**src/rtl/seq_alu_exec.sv**
```systemverilog
// EX-stage ALU: single-cycle ops plus iterative SLL/SRL under a start/busy/done handshake.
// Optional SEQ_ALU_SHIFT4_EN: shifts advance 4 bits per cycle while at least 4 remain.
module seq_alu_exec #(
   parameter int unsigned DATA_WIDTH  = 32,
   parameter int unsigned SHAMT_WIDTH = 5
) (
   input  logic                  clk,
   input  logic                  reset,
   input  logic                  start_i,
   input  logic [3:0]            ALU_Operation_i,
   input  logic [DATA_WIDTH-1:0] A_i,
   input  logic [DATA_WIDTH-1:0] B_i,
   output logic                  busy_o,
   output logic                  done_o,
   output logic [DATA_WIDTH-1:0] ALU_Result_o,
   output logic                  Zero_o
);

   typedef enum logic [3:0] {
      OP_ADD = 4'b0000,
      OP_SUB = 4'b0001,
      OP_AND = 4'b0010,
      OP_XOR = 4'b0011,
      OP_LUI = 4'b1000,
      OP_OR  = 4'b1001,
      OP_SLL = 4'b1100,
      OP_SRL = 4'b1101
   } alu_op_t;

   typedef enum logic {IDLE, SHIFT} state_t;

   state_t                  state_q, state_d;
   logic [DATA_WIDTH-1:0]   shreg_q, shreg_d;
   logic [SHAMT_WIDTH-1:0]  cnt_q, cnt_d;
   logic                    right_q, right_d;
   logic                    busy_d, done_d, zero_d;
   logic [DATA_WIDTH-1:0]   result_d;
   logic [DATA_WIDTH-1:0]   single_res;
   logic [SHAMT_WIDTH-1:0]  shamt;
   logic                    is_shift;

   assign shamt    = B_i[SHAMT_WIDTH-1:0];
   assign is_shift = (ALU_Operation_i == OP_SLL) || (ALU_Operation_i == OP_SRL);

   // Shifts with shamt 0 fall through here and return A unchanged.
   always_comb begin
      single_res = '0;
      case (ALU_Operation_i)
         OP_ADD:  single_res = A_i + B_i;
         OP_SUB:  single_res = A_i - B_i;
         OP_AND:  single_res = A_i & B_i;
         OP_XOR:  single_res = A_i ^ B_i;
         OP_LUI:  single_res = B_i;
         OP_OR:   single_res = A_i | B_i;
         OP_SLL:  single_res = A_i;
         OP_SRL:  single_res = A_i;
         default: single_res = '0;
      endcase
   end

   always_comb begin
      state_d  = state_q;
      shreg_d  = shreg_q;
      cnt_d    = cnt_q;
      right_d  = right_q;
      busy_d   = busy_o;
      done_d   = 1'b0;
      result_d = ALU_Result_o;
      zero_d   = Zero_o;
      case (state_q)
         IDLE: begin
            if (start_i) begin
               if (is_shift && (shamt != '0)) begin
                  shreg_d = A_i;
                  cnt_d   = shamt;
                  right_d = (ALU_Operation_i == OP_SRL);
                  busy_d  = 1'b1;
                  state_d = SHIFT;
               end else begin
                  result_d = single_res;
                  zero_d   = (single_res == '0);
                  done_d   = 1'b1;
               end
            end
         end
         SHIFT: begin
            shreg_d = right_q ? (shreg_q >> 1) : (shreg_q << 1);
            cnt_d   = cnt_q - SHAMT_WIDTH'(1);
`ifdef SEQ_ALU_SHIFT4_EN
            if (cnt_q >= SHAMT_WIDTH'(4)) begin
               shreg_d = right_q ? (shreg_q >> 4) : (shreg_q << 4);
               cnt_d   = cnt_q - SHAMT_WIDTH'(4);
            end
`endif
            if (cnt_d == '0) begin
               result_d = shreg_d;
               zero_d   = (shreg_d == '0);
               done_d   = 1'b1;
               busy_d   = 1'b0;
               state_d  = IDLE;
            end
         end
         default: state_d = IDLE;
      endcase
   end

   always_ff @(posedge clk) begin
      if (reset) begin
         state_q      <= IDLE;
         shreg_q      <= '0;
         cnt_q        <= '0;
         right_q      <= 1'b0;
         busy_o       <= 1'b0;
         done_o       <= 1'b0;
         ALU_Result_o <= '0;
         Zero_o       <= 1'b1;
      end else begin
         state_q      <= state_d;
         shreg_q      <= shreg_d;
         cnt_q        <= cnt_d;
         right_q      <= right_d;
         busy_o       <= busy_d;
         done_o       <= done_d;
         ALU_Result_o <= result_d;
         Zero_o       <= zero_d;
      end
   end

endmodule
```
**config.mk**
```make
export PLATFORM = sky130hd
export DESIGN_NAME = seq_alu_exec
export DESIGN_NICKNAME = d
export VERILOG_FILES = /design/src/rtl/seq_alu_exec.sv
export SDC_FILE = /design/constraint.sdc
export NUM_CORES = 1
export LEC_CHECK = 0
export BUFFER_PORTS_ARGS = -buffer_cell sky130_fd_sc_hd__buf_4
export CAP_MARGIN = 20
export CORE_ASPECT_RATIO = 1.75
export CORE_MARGIN = 2
export CORE_UTILIZATION = 55
export CTS_CLUSTER_DIAMETER = 40
export DETAILED_ROUTE_END_ITERATION = 6
export GPL_ROUTABILITY_DRIVEN = 0
export PLACE_DENSITY = 0.76
export SLEW_MARGIN = 15
export SYNTH_ARGS = -nofsm -noshare
export SYNTH_HDL_FRONTEND = slang
export SYNTH_SLANG_ARGS = --single-unit
```
**constraint.sdc**
```tcl
create_clock -name clk -period 5 [get_ports clk]
set_clock_uncertainty 0.15 [all_clocks]
set_input_delay 0.25 -clock clk [delete_from_list [all_inputs] [get_ports clk]]
set_output_delay 0.25 -clock clk [all_outputs]
set_load 0.01 [all_outputs]
```
==> key figures, run 1 <==
Critical path
  • Crit start category: primary input
  • Worst Setup Path Type: primary input to register
  • CP peak stage delay: 0.96 ns
  • CP Data Required Time: 5.06 ns
  • Worst Path Max Fanout: 7
  • CP arrival: 4.79 ns
  • Element type at the critical path end: register
  • Crit-path cells: buf_4, inv_1, ha_1, and2_1, nand2_1, or3_1, nor2b_1, inv_1, nor2_1, buf_4, nor2_1, xnor2_1, ha_1, buf_4, nand2_1, nor2_1, a22oi_1, o21ai_1, or2_2, o311ai_0, nor4_1, nand4_1, o41ai_2
  • Crit path max-delay cell type: o311ai_0

Yosys
  • Syn Std Cell Area: 8740 um2
  • Yosys top cell by area: dfxtp_1
  • Synth Flop Type: dfxtp_1
  • Cells after Synth: 1,219
  • Seq/Total Area, Yosys: 0.170
  • Mean Syn Cell Area: 7.17 um2
  • Post-synth EDFFs: 0
  • Number of synthesized register bits: 74
  • Async SR Flop Fraction: 0
  • Top cells by area, synth: dfxtp_1 (17%), ha_1 (14%), nand2_1 (7.4%)
  • Syn nets: 1,390
  • Netlist cell types: 84
  • Yosys top cell area share: 0.170
  • Ys Warns: 0

STA
  • Post-layout min period: 4.73 ns
  • Hold Vio Cnt, Final: 0
  • Min Hold Slack: 0.0701 ns
  • RSZ-0062 raised after global routing: false
  • Setup TNS: 0 ns
  • Fin crit share: 0.947
  • Slew headroom: 0.245
  • Final setup vio count: 0
  • Slew Limit Fails: 0
  • Max frequency: 211 MHz
  • Worst slew pin tran: 1.12 ns

Floorplan
  • Core area: 15,700 um2
  • Width of the die: 99.3 um
  • Row cnt: 61
  • I/O pin count: 106
  • Initial core utilization: 0.556
  • Die height: 171 um
  • Die ar.: 16,900 um2

Global route
  • First-pass GRT wire length: 45,200 um
  • Total grt overflow: 0
  • Gr usage total: 0.331
  • Vias in the first global route: 8,830
  • Largest net degree at the start of global routing: 75
  • Initial antenna violation count: 0

CTS
  • Clk root buf: clkbuf_16
  • Post-CTS Hold Buffers: 0
  • Post-CTS sizing: 0
  • CTS buffer count: 9
  • Worst-path clk slew: 0.06 ns
  • Max clock buf depth: 2
  • H-tree depth: 3
  • Post-CTS Setup Inserts: 0
  • Num Clock Sinks: 74
  • Clk Latency, worst-skew pair: 0.34 ns
  • CTS tree: built

Status
  • Failing checks: DRC
  • Status: complete, but fails checks

Pwr
  • Leak pwr: 4.08 nW
  • Net Sw Frac: 0.359
  • Combinational share of power: 0.382
  • Clock power share: 0.319
  • Seq pwr share: 0.299
  • Maximum VDD drop: 0.166 mV
  • Power per cell area: 222 nW/um2
  • Pint: 1.41 mW
  • Net switching power: 0.787 mW

Placed design
  • Placed cell area: 9560 um2
  • Dpl cells: 1,448
  • IO Port Bufs: 105
  • HPWL after DPL: 22,000 um

Routing
  • DRT iter0 DRCs: 979
  • Antenna Violating Nets Remaining: 0
  • Avg Vias per Cell: 6.59
  • Drt wl/cell: 19.8 um
  • DR DRC count: 2
  • Drt total wl: 29,000 um
  • Vias: 9,643
  • 1st-pass router iterations: 7

Finish
  • Fin nets: 1,441
  • Final Cell Area: 9880 um2
  • Non-filler cells, final: 1,464
  • Layout cells sized above 1: 0.136
  • Ant diodes: 0
  • Area Growth Syn to Fin: 13.1%
  • Layout Utilization: 0.629

Run
  • Max-Cap Viols: 0

Hold path
  • Worst Hold Class: primary input to register
-- power groups by stage --
stage	logic, mW	clock network, mW	registers, mW
finish	0.839	0.701	0.656
global route	0.912	0.731	0.659
CTS	0.820	0.707	0.655
detailed placement	0.816	0	0.668
global placement	0.801	0	0.666
floorplan	0.538	0	0.668
-- cells by family after synthesis --
logic type | count (synthesis) | share of synthesized area
buffers and inverters | 165 | 0.0805
adders and majority gates | 100 | 0.144
muxes | 34 | 0.0390
xor gates and xnor gates | 48 | 0.0481
DFF | 74 | 0.170
AOI/OAI and AO/OA | 395 | 0.301
and+or+nand+nor | 403 | 0.218
-- sequential cells by signal, indices dropped and copies added, names as in the netlist --
signal        cells
Zero_o            1
cnt_q             5
done_o            1
state_q           1
ALU_Result_o     32
right_q           1
shreg_q          32
busy_o            1
-- metal layers --
layer  wire, um  track usage  vias up
li1           -            -     4541
met1      10900        0.392     4483
met2      14300        0.577      501
met3       2100       0.0364      118
met4       1650        0.184        0
met5          0            0        -
-- per-stage QoR --
step	power, mW	setup WS (ns)
floorplan	1.21	0.355
global placement	1.47	0.150
detailed placement	1.48	0.125
CTS	2.18	0.451
global route	2.30	0.00188
finish	2.20	0.267
-- final timing paths --
check / from / end / slack [ns] / cells past startpoint
worst min-delay path: A_i[0] / shreg_q[0] / 0.07 / 3
worst min register to register: ALU_Result_o[7] / ALU_Result_o[7] / 0.30 / 2
worst max-delay path: B_i[1] / Zero_o / 0.27 / 23
worst max register to register: state_q / Zero_o / 2.07 / 10
-- worst max-delay path: cells and delay by family --
family | cells | cell delay, ns
xor gates and xnor gates | 1 | 0.13
AOI/OAI and AO/OA | 4 | 1.33
and+or+nand+nor | 11 | 1.97
buffers and inverters | 5 | 0.65
adders and majority gates | 2 | 0.47
-- placed cells by master (no fill, tap or decap), types with 12 or more instances in the layout --
cell type / n
a211oi_1: 34
a21o_1: 12
a21oi_1: 92
a22oi_1: 16
a31oi_1: 36
buf_4: 130
dfxtp_1: 72
ha_1: 99
inv_1: 75
mux2i_1: 34
nand2_1: 173
nand2b_1: 31
nand3_1: 13
nand4_1: 20
nor2_1: 78
nor3_1: 15
nor4_1: 16
o211ai_1: 21
o21ai_0: 82
xnor2_1: 39
-- cell usage after synthesis (3+ instances only) --
cell type  number
a222oi_1       11
nand3_1        13
nor2_1         78
mux2i_1        34
xor2_1          9
nand4_1        20
a21oi_1        92
a311oi_1       11
ha_1           99
o21a_1          5
o2111ai_1       3
o21ai_0        83
and2_1          7
a31oi_1        36
o21bai_1        4
a221o_1         3
nor3b_1         6
a221oi_1        7
a21boi_0        3
a32oi_1         4
buf_2          10
and3_1          8
nand2_1       173
buf_1          12
clkbuf_1       60
nor3_1         16
or3_1           7
a211o_1         3
o211ai_1       21
a211oi_1       34
xnor2_1        39
clkbuf_8        6
o21ai_1         4
o22ai_1         3
dfxtp_1        74
nor2b_1        11
o31ai_1         6
a21o_1         12
a21o_2          3
nand2b_1       31
nor4_1         16
a22oi_1        16
inv_1          75
-- final cells by class --
type                    instances  area (um2)
well taps                     189         236
fillers                      1474        5840
clock inverters                 6        88.8
clock buffers                  10         239
repair buffers                130         976
inverters                      75         282
flip-flops and latches         74        1480
multi-input cells             980        6580
Power figures use the tool's default switching activity.
==> run 2, diff against run 1 <==
- PLACE_DENSITY: 0.76 -> 0.9
- clock period: 5 -> 4.22 ns (I/O delays scaled with it)
==> run 2 against run 1 <==
Against the previous run: the run still ends with DRC left; global-route usage is 0.68 points higher; first-iteration DRC count is 15% higher; utilization is 4.1 points higher; setup slack worse by 0.086 ns; hold slack worse by 0.040 ns; sequential power is 19% higher; non-clock buffer count is 82 higher; via count is 6.3% higher; final area is 6.5% higher; critical path type unchanged; largest cell class unchanged; largest power group unchanged.
==> key figures, run 2 (synthesis results as in run 1) <==
Pwr
  • Maximum VDD drop: 0.206 mV
  • Power per cell area: 245 nW/um2
  • Final Power: 2.58 mW
  • Leak pwr: 4.47 nW

Floorplan
  • Core area: 15,700 um2
  • Row cnt: 61
  • Die height: 171 um
  • Initial core utilization: 0.556
  • I/O pin count: 106
  • Die ar.: 16,900 um2
  • Width of the die: 99.3 um

CTS
  • Clk root buf: clkbuf_16
  • CTS buffer count: 9
  • Max clock buf depth: 2
  • CTS tree: built
  • H-tree depth: 3
  • Num Clock Sinks: 74
  • Worst-path clk slew: 0.06 ns
  • Clk Latency, worst-skew pair: 0.33 ns

Finish
  • Fin nets: 1,523
  • Regs by FF count: ALU_Result_o (32), shreg_q (32), cnt_q (5)
  • Fill count: 1,242
  • Area Growth Syn to Fin: 20.5%
  • Most common cell after layout, fill and taps aside: buf_4
  • Ant diodes: 0
  • Most frequent cells in the layout: buf_4 (211), nand2_1 (173), ha_1 (98), a21oi_1 (88), o21ai_0 (79)
  • Layout cells sized above 1: 0.196
  • Non-filler cells, final: 1,546

Routing
  • 1st-pass router iterations: 7
  • DR DRC count: 11
  • DRT iter0 DRCs: 1,126
  • Antenna Violating Nets Remaining: 0
  • Drt total wl: 29,500 um
  • Vias: 10,300
  • Drt wl/cell: 19.1 um
  • Avg Vias per Cell: 6.63

Critical path
  • Worst Path Max Fanout: 8
  • CP arrival: 4.13 ns
  • Crit start category: primary input
  • CP Data Required Time: 4.31 ns
  • Worst Setup Path Type: primary input to register
  • Element type at the critical path end: register

STA
  • Post-layout min period: 4.04 ns
  • Worst slew pin tran: 0.760 ns
  • Max frequency: 248 MHz
  • Hold Vio Cnt, Final: 0
  • Slew headroom: 0.488
  • Fin crit share: 0.957
  • Worst setup margin: 0.181 ns
  • Slew Limit Fails: 0
  • Setup TNS: 0 ns
  • Final setup vio count: 0
  • RSZ-0062 raised after global routing: true

Status
  • Status: complete, but fails checks
  • Failing checks: DRC

Global route
  • Largest net degree at the start of global routing: 75
  • Total grt overflow: 0
  • First-pass GRT wire length: 46,700 um
  • Initial antenna violation count: 0
  • Gr usage total: 0.338
  • Vias in the first global route: 9,825

Placed design
  • Pre-CTS WS: -0.316 ns
  • IO Port Bufs: 105
  • Dpl cells: 1,527
  • HPWL after DPL: 22,600 um

Run
  • Max-Cap Viols: 0

Hold path
  • Worst Hold Class: primary input to register
[run 2: changes by cell type in the layout (fill, tap and decap cells not counted), sizes merged, moves of 2 or more]
cell,previous run,this run
buf,130,211
clkinv,1,3
bufinv,2,0
clkbuf,10,13
clkinvlp,2,0
[run 2: timing repair]
item | in CTS | in global routing
gates resized for setup | 1 | 19
buffers inserted | 0 | 2
hold endpoints to repair | 1 | 0
endpoints found under the setup margin | 1 | 9
pin swaps | 0 | 6
hold buffers | 1 | 0
[run 2: per-stage QoR]
stage / util / hold slack, ns / cell area (um2)
floorplan: - / 0.200 / 8770
global placement: 0.647 / 0.292 / 10200
detailed placement: 0.647 / 0.295 / 10200
CTS: 0.665 / 0.0244 / 10400
global route: 0.670 / 0.0435 / 10500
finish: 0.670 / 0.0305 / 10500
[run 2: critical path, stage by stage]
cell	delay, ns
buf_4	0.11
inv_1	0.07
ha_1	0.16
and2_1	0.14
nand2_1	0.11
or3_4	0.42
buf_4	0.15
o31ai_1	0.23
xnor2_1	0.16
ha_2	0.35
a21oi_2	0.16
o21ai_0	0.10
a41o_1	0.24
o2111ai_2	0.30
nand2_2	0.13
xnor2_1	0.18
a211o_1	0.34
nor4_2	0.24
nand4_1	0.12
o41ai_2	0.20
[run 2: where the power goes]
group          internal (mW)  switching [mW]  total [mW]
logic                  0.479           0.638        1.12
registers              0.742          0.0366       0.778
clock network          0.411           0.278       0.689
[run 2: routing by layer]
| layer | vias up | part of all wire | track usage |
|---|---|---|---|
| li1 | 4691 | - | - |
| met1 | 4730 | 0.35 | 0.375 |
| met2 | 645 | 0.48 | 0.565 |
| met3 | 186 | 0.088 | 0.0478 |
| met4 | 0 | 0.082 | 0.281 |
| met5 | - | 0 | 0 |
[run 2: layout make-up]
cell class,count,area (um2),share of cell area
multi-input combinational,980,6670,0.633
timing repair buffer,212,1590,0.151
sequential,74,1480,0.141
inverter,75,282,0.0267
clock buffer,13,250,0.0238
tap,189,236,0.0225
clock inverter,3,15.0,0.00143
[run 2: final timing paths]
| kind | from | cells after the start | end | slack [ns] |
|---|---|---|---|---|
| worst max-delay path | B_i[1] | 20 | Zero_o | 0.18 |
| worst min-delay path | A_i[23] | 3 | shreg_q[23] | 0.03 |
| worst max register to register | state_q | 9 | ALU_Result_o[31] | 1.36 |
| worst min register to register | ALU_Result_o[5] | 2 | ALU_Result_o[5] | 0.30 |
